===== src/rtl/alu_seq.sv =====
// Registered valid/ready ALU (AND..SRA, SLT, flags); ALU_MUL_EN adds an iterative shift-add MUL on opcode 8.
// Latency 1 clk (MUL WIDTH+1); results hold while out_ready=0 and in_ready drops until the result drains.
module alu_seq #(
  parameter int WIDTH     = 8,
  parameter int SHIFT     = $clog2(WIDTH),
  parameter int OPERATION = 4
) (
  input  logic                 clk,
  input  logic                 rst_n,
  input  logic                 in_valid,
  output logic                 in_ready,
  input  logic [OPERATION-1:0] operation,
  input  logic [WIDTH-1:0]     x,
  input  logic [WIDTH-1:0]     y,
  input  logic [SHIFT-1:0]     shamt,
  input  logic                 carry_in,
  output logic                 out_valid,
  input  logic                 out_ready,
  output logic [WIDTH-1:0]     result,
  output logic                 carry,
  output logic                 overflow,
  output logic                 zero,
  output logic                 illegal
);

  localparam logic [1:0] IDLE = 2'd0;
  localparam logic [1:0] DONE = 2'd2;
`ifdef ALU_MUL_EN
  localparam logic [1:0] BUSY = 2'd1;
  localparam logic [OPERATION-1:0] OP_MUL = OPERATION'(8);
  localparam logic [SHIFT-1:0] CNT_INIT = SHIFT'(WIDTH - 1);
`endif

  localparam logic [OPERATION-1:0] OP_AND = OPERATION'(0);
  localparam logic [OPERATION-1:0] OP_OR  = OPERATION'(1);
  localparam logic [OPERATION-1:0] OP_XOR = OPERATION'(2);
  localparam logic [OPERATION-1:0] OP_ADD = OPERATION'(3);
  localparam logic [OPERATION-1:0] OP_SUB = OPERATION'(4);
  localparam logic [OPERATION-1:0] OP_SLL = OPERATION'(5);
  localparam logic [OPERATION-1:0] OP_SRL = OPERATION'(6);
  localparam logic [OPERATION-1:0] OP_SLT = OPERATION'(7);
  localparam logic [OPERATION-1:0] OP_SRA = OPERATION'(9);
  localparam logic [SHIFT:0]       WIDTH_L = (SHIFT + 1)'(WIDTH);

  logic [1:0]       state_q, state_d;
  logic [WIDTH-1:0] result_q, result_d;
  logic             carry_q, carry_d;
  logic             overflow_q, overflow_d;
  logic             zero_q, zero_d;
  logic             illegal_q, illegal_d;

`ifdef ALU_MUL_EN
  logic [WIDTH-1:0] mcand_q, mcand_d;
  logic [WIDTH-1:0] mplier_q, mplier_d;
  logic [WIDTH-1:0] acc_q, acc_d;
  logic [SHIFT-1:0] cnt_q, cnt_d;
  logic [WIDTH-1:0] acc_nxt;
`endif

  logic             accept;
  logic             op_is_mul;
  logic [WIDTH-1:0] op_res;
  logic             op_carry, op_ovf, op_illegal;
  logic [WIDTH:0]   add_ext;
  logic [WIDTH-1:0] diff;
  logic             shamt_big;

  assign in_ready  = (state_q == IDLE) | ((state_q == DONE) & out_ready);
  assign accept    = in_valid & in_ready;
  assign out_valid = (state_q == DONE);
  assign result    = result_q;
  assign carry     = carry_q;
  assign overflow  = overflow_q;
  assign zero      = zero_q;
  assign illegal   = illegal_q;

  // Only reachable when WIDTH is not a power of two.
  assign shamt_big = ({1'b0, shamt} >= WIDTH_L);
  assign add_ext   = {1'b0, x} + {1'b0, y} + (WIDTH + 1)'(carry_in);
  assign diff      = x - y;

  always_comb begin
    op_res     = '0;
    op_carry   = 1'b0;
    op_ovf     = 1'b0;
    op_illegal = 1'b0;
    op_is_mul  = 1'b0;
    case (operation)
      OP_AND: op_res = x & y;
      OP_OR:  op_res = x | y;
      OP_XOR: op_res = x ^ y;
      OP_ADD: begin
        op_res   = add_ext[WIDTH-1:0];
        op_carry = add_ext[WIDTH];
        op_ovf   = (x[WIDTH-1] == y[WIDTH-1]) && (add_ext[WIDTH-1] != x[WIDTH-1]);
      end
      OP_SUB: begin
        op_res   = diff;
        op_carry = (x >= y);
        op_ovf   = (x[WIDTH-1] != y[WIDTH-1]) && (diff[WIDTH-1] != x[WIDTH-1]);
      end
      OP_SLL: op_res = shamt_big ? '0 : (x << shamt);
      OP_SRL: op_res = shamt_big ? '0 : (x >> shamt);
      OP_SLT: op_res = {{(WIDTH-1){1'b0}}, ($signed(x) < $signed(y))};
      OP_SRA: op_res = shamt_big ? {WIDTH{x[WIDTH-1]}} : $unsigned($signed(x) >>> shamt);
`ifdef ALU_MUL_EN
      OP_MUL: op_is_mul = 1'b1;
`endif
      default: op_illegal = 1'b1;
    endcase
  end

  always_comb begin
    state_d    = state_q;
    result_d   = result_q;
    carry_d    = carry_q;
    overflow_d = overflow_q;
    zero_d     = zero_q;
    illegal_d  = illegal_q;
`ifdef ALU_MUL_EN
    mcand_d  = mcand_q;
    mplier_d = mplier_q;
    acc_d    = acc_q;
    cnt_d    = cnt_q;
    acc_nxt  = acc_q + (mplier_q[0] ? mcand_q : '0);
`endif
    if (accept) begin
      if (op_is_mul) begin
`ifdef ALU_MUL_EN
        state_d  = BUSY;
        mcand_d  = x;
        mplier_d = y;
        acc_d    = '0;
        cnt_d    = CNT_INIT;
`endif
      end else begin
        state_d    = DONE;
        result_d   = op_res;
        carry_d    = op_carry;
        overflow_d = op_ovf;
        zero_d     = (op_res == '0);
        illegal_d  = op_illegal;
      end
    end else if ((state_q == DONE) && out_ready) begin
      state_d = IDLE;
    end
`ifdef ALU_MUL_EN
    // One partial product per clock; accept and BUSY are mutually exclusive.
    if (state_q == BUSY) begin
      acc_d    = acc_nxt;
      mcand_d  = mcand_q << 1;
      mplier_d = mplier_q >> 1;
      cnt_d    = cnt_q - 1'b1;
      if (cnt_q == '0) begin
        state_d    = DONE;
        result_d   = acc_nxt;
        carry_d    = 1'b0;
        overflow_d = 1'b0;
        zero_d     = (acc_nxt == '0);
        illegal_d  = 1'b0;
      end
    end
`endif
  end

  always_ff @(posedge clk or negedge rst_n) begin
    if (!rst_n) begin
      state_q    <= IDLE;
      result_q   <= '0;
      carry_q    <= 1'b0;
      overflow_q <= 1'b0;
      zero_q     <= 1'b0;
      illegal_q  <= 1'b0;
`ifdef ALU_MUL_EN
      mcand_q  <= '0;
      mplier_q <= '0;
      acc_q    <= '0;
      cnt_q    <= '0;
`endif
    end else begin
      state_q    <= state_d;
      result_q   <= result_d;
      carry_q    <= carry_d;
      overflow_q <= overflow_d;
      zero_q     <= zero_d;
      illegal_q  <= illegal_d;
`ifdef ALU_MUL_EN
      mcand_q  <= mcand_d;
      mplier_q <= mplier_d;
      acc_q    <= acc_d;
      cnt_q    <= cnt_d;
`endif
    end
  end

endmodule

===== config.mk =====
export PLATFORM = sky130hd
export DESIGN_NAME = alu_seq
export DESIGN_NICKNAME = d
export VERILOG_FILES = /design/src/rtl/alu_seq.sv
export SDC_FILE = /design/constraint.sdc
export NUM_CORES = 1
export LEC_CHECK = 0
export CAP_MARGIN = 30
export CORE_UTILIZATION = 45
export CTS_CLUSTER_DIAMETER = 150
export DETAILED_ROUTE_END_ITERATION = 7
export HOLD_SLACK_MARGIN = 0.05
export PLACE_DENSITY = 0.78
export SLEW_MARGIN = 20
export SYNTH_ARGS = -nofsm -noshare
export SYNTH_HDL_FRONTEND = slang
export SYNTH_SLANG_ARGS = --single-unit

===== constraint.sdc =====
create_clock -name clk -period 1.4 [get_ports clk]
set_input_delay 0.21 -clock clk [delete_from_list [all_inputs] [get_ports clk]]
set_output_delay 0.21 -clock clk [all_outputs]
set_load 0.01 [all_outputs]

==> run summary, run 1 <==
By startpoint and endpoint, the worst setup path is classified as input pin to flop. Maximum count of clock buffers along a single path: 2. Summed over all nets, the switching power comes to 0.950 mW. The tools report the max-slew violation total from the final report as 0. The worst-case reg-to-reg path depth is 7, and the post-synthesis cell type count is 65. The portion of synthesized cell area occupied by the leading cell type was 0.133.

The sequential-to-total area share from yosys stat was 0.133. The logs give 1 for the level count of the clock H-tree and -1.44 ns for the worst setup timing slack at the placement stage. The post-route minimum period came out at 2.23 ns. After clock tree synthesis, the clock-pin slew on the worst setup and hold paths is 0.05 ns. The setup check on the worst reg-to-reg path leaves a slack of -0.31 ns.

The synthesized design spends more area on one cell type than any other, namely sky130_fd_sc_hd__dfrtp_1. The fraction of power spent switching nets is 0.392. For the fraction of power consumed by the clock network, the log shows 0.137. The later-pin clock latency in the skew report is 0.24 ns.

Kind of start point of the critical path: an input pin. The final global-route overflow total came out at 0. The number of buffers and inverters on the critical path is 2, and the cell-internal power is 1.47 mW.

Layout net count: 512. The synthesized instance count was 301; the total number of vias was 3,347. Detailed placement ended at an HPWL of 6820 um.

The via count of the first global-routing pass is 2,985. In this design, the largest share of critical-path delay is due to compound AO/OA/AOI/OAI gates. In this run the static leakage power is 1.98 nW.

TritonCTS built the clock tree. Walking the worst path, the cells encountered are buf_2 > buf_4 > mux4_2 > o22ai_1 > o21ai_1 > a221oi_2 > nand3_1 > nor4_2 > a32o_2. Post-layout utilization of the core: 0.841.

The arrival time at the worst endpoint came out at 2.41 ns. The finished cells cover 0.00435 mm^2. Of all nets on the critical path, the largest fanout is 5.

After the first detailed-routing iteration, the DRC count stood at 416. The starting density of the core is 0.471. The run finished, with violations left.

The initial antenna violation count came out at 0. The tools report the source of the critical timing path as x[3]. The vertical extent of the die was 75.6 um; the aggregate routed wire length was 10,900 um. The tools report the worst reg2reg path startpoint as state_q[1]. The total power per unit cell area is 557 mW/mm^2. The relative contribution of combinational cells to total power is 0.673, and the final hold violation count is 0. Max-cap violations in this run came to 0. The flip-flop and latch count after synthesis was 13. The filler cell count in the final layout came out at 275. The worst setup path endpoint is zero. From left edge to right edge, the die measures 75.6 um. The global-route wire length before repair is 14,900 um, and the measured slew at the worst slew-check pin is 0.465 ns.

The worst path setup slack after routing is -0.828 ns. The area added between synthesis and finish is 78.4%. The via density per instance was 6.36. The run gives 42 as the I/O pin count. VDD sags by at most 0.000520 V. TritonCTS created 3 clock buffers. In this run the cell area of the synthesized design comes to 0.00244 mm^2.

The congestion estimate from routability-driven global placement came to 0.971. The final reports fail on DRC, setup timing. On the worst path, the slowest cell contributes a delay of 0.48 ns.

The final count of negative-setup-slack endpoints is 11. For the final routed database, the setup TNS stands at -6.59 ns. The number of diodes came out at 0.

The run gives 18 as the largest net degree at the start of global routing. The clock net in this run drives a total of 13 sinks. The critical path runs through a total of 9 cells. In the post-synthesis netlist, the biggest area contributors are sky130_fd_sc_hd__dfrtp_1 (13%), sky130_fd_sc_hd__ha_1 (13%), sky130_fd_sc_hd__mux2i_1 (5.3%). After detailed routing, the number of remaining DRC violations is 8. The ratio of cells with drive above 1 in the final layout was 0.533; the number of port buffers was 41.

The run gives 0.449 GHz as the maximum clock frequency. The die covers 0.00571 mm^2. During synthesis, Yosys emitted a total of 0 warnings. The path class of the tightest hold or removal check is input pin to async pin. In this run the critical register-to-register path is captured at zero. Among all stages on the critical path, the largest delay is contributed by sky130_fd_sc_hd__mux4_2. Sequential cell fraction of total power: 0.190. In the synthesized netlist the dominant register cell turns out to be sky130_fd_sc_hd__dfrtp_1. For the worst setup path, the data required time is 1.58 ns. The post-synthesis async set-or-reset flop share came out at 1.00. The floorplan step defined a core boundary enclosing 0.00517 mm^2. Setup repair after global routing could not meet its margin everywhere. The setup clock skew after layout was 0.00354 ns. The initialized floorplan defines 26 standard-cell rows. The final period utilization was 1.59.

In the final routed layout, each cell accounts on average for 20.7 um. Average size of a mapped cell: 8.10 um^2. The tools report the endpoint class of the critical path as a flop.

The count of nets left with antenna violations once routing finished came out at 0. In this run, synthesis inferred 0 flip-flops with an integrated enable. The global-route usage over all layers came out at 0.351.

Overall power consumption after layout is estimated at 2.42 mW. The count of TritonRoute iterations in the first routing pass was 8. The number of nets handed over by synthesis was 356. Clock tree synthesis selected as its root buffer the cell sky130_fd_sc_hd__clkbuf_8.

Summing all placed instances gives a cell area of 0.00373 mm^2. The tools report the relative slew slack as 0.689.
## layout make-up
class / count / area [um^2] / area share
clock buffers: 4 / 45.0 / 0.0104
inverters: 27 / 110 / 0.0253
multi-input cells: 240 / 2360 / 0.542
flip-flops and latches: 13 / 325 / 0.0748
well taps: 70 / 87.6 / 0.0201
repair buffers: 172 / 1420 / 0.327
## cells in the final DEF, fill, tap and decap left out, types with 4 or more instances in the layout
cell type,Yosys,final
sky130_fd_sc_hd__clkbuf_2,0,5
sky130_fd_sc_hd__a21oi_2,0,5
sky130_fd_sc_hd__nor2b_1,4,4
sky130_fd_sc_hd__o21ai_0,12,7
sky130_fd_sc_hd__inv_1,27,13
sky130_fd_sc_hd__nand3_1,8,6
sky130_fd_sc_hd__o21ai_2,0,5
sky130_fd_sc_hd__ha_1,25,14
sky130_fd_sc_hd__nand2b_1,4,4
sky130_fd_sc_hd__dlygate4sd2_1,0,7
sky130_fd_sc_hd__o22ai_1,4,4
sky130_fd_sc_hd__inv_2,0,11
sky130_fd_sc_hd__a21oi_1,15,8
sky130_fd_sc_hd__mux4_2,3,4
sky130_fd_sc_hd__mux2_4,3,6
sky130_fd_sc_hd__dfrtp_1,13,13
sky130_fd_sc_hd__o21ai_1,9,9
sky130_fd_sc_hd__mux2i_1,13,10
sky130_fd_sc_hd__nand2_1,29,29
sky130_fd_sc_hd__nor3_1,6,4
sky130_fd_sc_hd__nor2_1,17,14
sky130_fd_sc_hd__ha_4,0,10
sky130_fd_sc_hd__o211ai_1,8,8
sky130_fd_sc_hd__buf_2,9,6
sky130_fd_sc_hd__clkdlybuf4s50_1,0,14
sky130_fd_sc_hd__buf_6,1,22
sky130_fd_sc_hd__buf_4,1,112
## timing repair
item / 4_1_cts / 5_1_grt
buffers inserted: 19 / 8
hold buffers: 0 / 0
pin swaps: 40 / 36
gates resized for setup: 144 / 38
endpoints found under the setup margin: 12 / 14
## Yosys cell counts (all sizes together), types with 10 or more instances
master	instances
a21oi	15
buf	11
clkbuf	10
dfrtp	13
ha	25
inv	27
mux2i	13
nand2	29
nor2	17
o21ai	21
## metrics by stage
step / std cells / hold WS (ns)
final: 526 / 0.266
after global routing: 526 / 0.296
after CTS: 522 / 0.273
after detailed placement: 499 / 0.481
after global placement: 499 / 0.464
after floorplan: 301 / -0.0856
## cell families (layout without fill, tap and decap cells)
logic type	Yosys count	count (layout)	synth area share
and+or+nand+nor	86	86	0.194
xor gates and xnor gates	3	3	0.0108
adders and majority gates	27	27	0.145
muxes	26	26	0.144
AOI/OAI and AO/OA	98	98	0.290
buffers and inverters	48	203	0.0832
DFF	13	13	0.133
## state kept, by name (all words and copies together) (netlist names)
signal	count
carry	1
illegal	1
overflow	1
result	8
state_q	1
zero	1
## worst min path at each step
stage	slack, ns	start	depth (start not counted)	endpoint
6_report	0.27	rst_n	2	result[0]
3_5_place_dp	0.48	result[7]	2	result[7]
5_1_grt	0.30	rst_n	2	result[0]
4_1_cts	0.27	rst_n	2	result[0]
2_1_floorplan	-0.09	rst_n	0	carry
3_3_place_gp	0.46	illegal	2	illegal
## layer usage
layer  wire, um  track usage  vias up  share of wire
li1           -            -     1449              -
met1       3970        0.421     1542           0.36
met2       5120        0.607      267           0.47
met3        945       0.0357       89          0.087
met4        871        0.206        0          0.080
met5          0            0        -              0
## power groups by stage
stage | logic [mW] | registers (mW) | clock network (mW)
global placement | 1.24 | 0.462 | 0
finish | 1.63 | 0.462 | 0.332
global route | 1.71 | 0.469 | 0.354
detailed placement | 1.27 | 0.467 | 0
floorplan | 0.626 | 0.489 | 0
CTS | 1.46 | 0.461 | 0.336
## worst reg2reg max path, cell delays in order, from the launching register on
cell                       delay (ns)
sky130_fd_sc_hd__dfrtp_1         0.37
sky130_fd_sc_hd__nand2b_1        0.10
sky130_fd_sc_hd__nand2_1         0.13
sky130_fd_sc_hd__a221oi_2        0.20
sky130_fd_sc_hd__and4b_1         0.27
sky130_fd_sc_hd__nand3_1         0.10
sky130_fd_sc_hd__nor4_2          0.29
sky130_fd_sc_hd__a32o_2          0.20
Note: power is estimated with default switching activity, not from simulation.
==> run 2, diff against run 1 <==
--- a/config.mk
+++ b/config.mk
@@ -6,6 +6,7 @@
 export NUM_CORES = 1
 export LEC_CHECK = 0
 export CAP_MARGIN = 30
+export CORE_MARGIN = 2
 export CORE_UTILIZATION = 45
 export CTS_CLUSTER_DIAMETER = 150
 export DETAILED_ROUTE_END_ITERATION = 7
==> run 2 against run 1 <==
  * The flow still finishes with violations (DRC, setup timing)
  * Utilization rose by 2.3 points
  * Clock power rose by 5%
  * Setup slack got worse by 0.030 ns
  * Sequential power barely moved
  * Critical path depth rose by 3
  * Critical path type unchanged
  * Highest routed layer unchanged
==> run summary, run 2 (same netlist as run 1, synthesis figures left out) <==
The layout net count was 510 (-0.39%). Filler cell count in the final layout: 233 (-15%). The logs give 8 (unchanged) for the count of TritonRoute iterations in the first routing pass and 42 (unchanged) for the I/O pin count.

The number of violations of the max-capacitance limit is 0 (unchanged). The total power per unit cell area was 583 mW/mm^2 (+4.6%). The arrival time at the worst endpoint came out at 2.44 ns (+0.03 ns).

For the aggregate routed wire length, the log shows 12,200 um (+12%). The endpoint class of the critical path was a flop. The total clock sinks is 13 (unchanged).

The biggest fanout along the worst timing path came out at 4 (-1). For the worst-case vdd ir drop, the log shows 0.000631 V (+21%). The maximum count of clock buffers along a single path came out at 2 (unchanged). The tree is rooted in a sky130_fd_sc_hd__clkbuf_8. Leaving out fill and tap cells, the most frequent cell in the layout is sky130_fd_sc_hd__buf_4. The reported leakage power was 2.01 nW (+1.1%); the placement row count was 26 (unchanged). The number of CTS-inserted buffers is 3 (unchanged), and the final global-route overflow total is 0 (unchanged).

The final count of negative-setup-slack endpoints is 11 (unchanged). Number of buffers inserted by hold repair at cts: 0 (unchanged). Type of the most critical hold path: input pin to async pin.

The worst setup path is of the input pin to flop kind. The global-route wire length before repair came out at 15,400 um (+3.2%). For the level count of the clock H-tree, the log shows 1 (unchanged). The core area is 0.00517 mm^2 (unchanged), and the global-route usage over all layers is 0.321 (-0.0298). The setup clock skew after layout came out at 0.0112 ns (+0.00767 ns).

The run gives 3,571 (+6.7%) as the total number of vias. The DRC violation count after routing is 18 (+10), and the per-cell routed wire length is 23.3 um (+13%). Relative slew slack: 0.672 (-0.0173). The final cell count without fillers is 524 (-0.38%), and the vertical extent of the die is 77.6 um (+2.6%). The run finished, with violations left.

Relative to the synthesized area, the layout overhead comes to 83.4%. Via density per instance: 6.81 (+7.1%). The initial antenna violation count is 0 (unchanged), and the later-pin clock latency in the skew report is 0.25 ns (about the same).

The logs give 0.00240 mm^2 (+1.7%) for the multi-input combinational cell area and 0 (unchanged) for the number of diodes. The tools report the kind of start point of the critical path as an input pin. The final period utilization is 1.61 (+0.0211).

The floorplan die width is 77.6 um (+2.6%). Register area: 325 um^2 (unchanged). The max-slew violation total from the final report is 0 (unchanged). The detailed placement HPWL came out at 6760 um (-0.79%).

The ratio of cells with drive above 1 in the final layout is 0.548 (+0.0156), and the remaining antenna violation count after routing is 0 (unchanged). The via count of the first global-routing pass was 3,092 (+3.6%). The number of flip-flops in the largest register was 8 (unchanged); the starting density of the core was 0.471 (unchanged). In the layout the commonest cells are sky130_fd_sc_hd__buf_4 (100), sky130_fd_sc_hd__buf_6 (35), sky130_fd_sc_hd__nand2_1 (27). The DRC violation total after the first TritonRoute iteration came out at 571 (+37%). The measured slew at the worst slew-check pin was 0.491 ns (+0.0258 ns); the number of placed instances with taps included was 492 (-1.4%).

For the final hold violation count, the log shows 0 (unchanged). Critical path data required time: 1.59 ns (about the same). The checks that failed: DRC, setup timing.

The last weighted congestion value of the routability-driven placer came out at 0.996 (+2.6%). TritonCTS built the clock tree. The clock slew seen by the registers of the worst setup and hold paths was 0.07 ns (+0.02 ns). Maximum clock frequency: 0.443 GHz (-1.3%). The tools report the total power of the final layout as 2.61 mW (+7.5%). The tools report the largest net degree at the start of global routing as 19 (+1). The number of port buffers was 41 (unchanged); the worst path setup slack after routing was -0.857 ns (-0.0295 ns). The die outline area was 0.00602 mm^2 (+5.4%); the post-route minimum period was 2.26 ns (+0.0295 ns). Setup repair after global routing could not meet its margin everywhere.
## run 2: changes by cell type in the layout (fill, tap and decap cells not counted), moves of 3 or more
cell	delta
sky130_fd_sc_hd__buf_2	-3
sky130_fd_sc_hd__buf_4	-12
sky130_fd_sc_hd__buf_6	+13
sky130_fd_sc_hd__clkbuf_2	-3
sky130_fd_sc_hd__clkdlybuf4s15_1	+4
sky130_fd_sc_hd__dlygate4sd2_1	-3
sky130_fd_sc_hd__o21ai_1	-3
## run 2: area by class of cell
type / count / area share
Tap cell: 70 / 0.0196
Timing Repair Buffer: 170 / 0.335
Inverter: 27 / 0.0257
Multi-Input combinational cell: 240 / 0.537
Clock buffer: 4 / 0.0101
Sequential cell: 13 / 0.0728
## run 2: worst max-delay path: stages
cell and delay [ns]:
sky130_fd_sc_hd__buf_8 0.08, sky130_fd_sc_hd__clkinvlp_4 0.13, sky130_fd_sc_hd__ha_4 0.32, sky130_fd_sc_hd__buf_6 0.11
sky130_fd_sc_hd__a21o_1 0.18, sky130_fd_sc_hd__buf_6 0.13, sky130_fd_sc_hd__nand2_2 0.04, sky130_fd_sc_hd__a32o_2 0.24
sky130_fd_sc_hd__a221oi_4 0.29, sky130_fd_sc_hd__nand3_2 0.15, sky130_fd_sc_hd__nor4_2 0.31, sky130_fd_sc_hd__a32o_2 0.23
## run 2: worst paths after layout
check / startpoint / end / slack, ns / cells after the start
max: y[1] / zero / -0.86 / 12
min: rst_n / carry / 0.27 / 2
max reg2reg: state_q[1] / zero / -0.43 / 7
min reg2reg: overflow / overflow / 0.48 / 2
max in group asynchronous: rst_n / result[4] / 0.95 / 2
min in group clk: overflow / overflow / 0.48 / 2
## run 2: report_power, final
part	leakage [nW]	internal (mW)	switching (mW)	total, mW
sequential	0.165	0.430	0.0340	0.464
combinational	1.82	0.923	0.871	1.79
clock	0.0228	0.201	0.147	0.348
## run 2: metrics by stage
step / setup TNS, ns / utilization / hold slack, ns / cell area (um^2) / worst slack (ns)
6_report: -6.90 / 0.864 / 0.270 / 4470 / -0.857
3_5_place_dp: -13.37 / 0.713 / 0.475 / 3690 / -1.37
4_1_cts: -5.63 / 0.806 / 0.283 / 4170 / -0.718
2_1_floorplan: -3.98 / - / -0.0856 / 2570 / -0.626
3_3_place_gp: -12.78 / 0.713 / 0.465 / 3690 / -1.31
5_1_grt: -6.86 / 0.864 / 0.301 / 4470 / -0.818
## run 2: repair_timing
action,in CTS,in global routing
gates cloned,0,0
pin swaps,45,42
endpoints found under the setup margin,12,13
buffers inserted,18,18
gates resized for setup,162,60
## run 2: layer usage
metal / share of wire / vias up / global-route usage / wire length, um
li1: - / 1440 / - / -
met1: 0.34 / 1600 / 0.374 / 4130
met2: 0.45 / 388 / 0.565 / 5480
met3: 0.12 / 143 / 0.0372 / 1420
met4: 0.098 / 0 / 0.182 / 1200
met5: 0 / - / 0 / 0
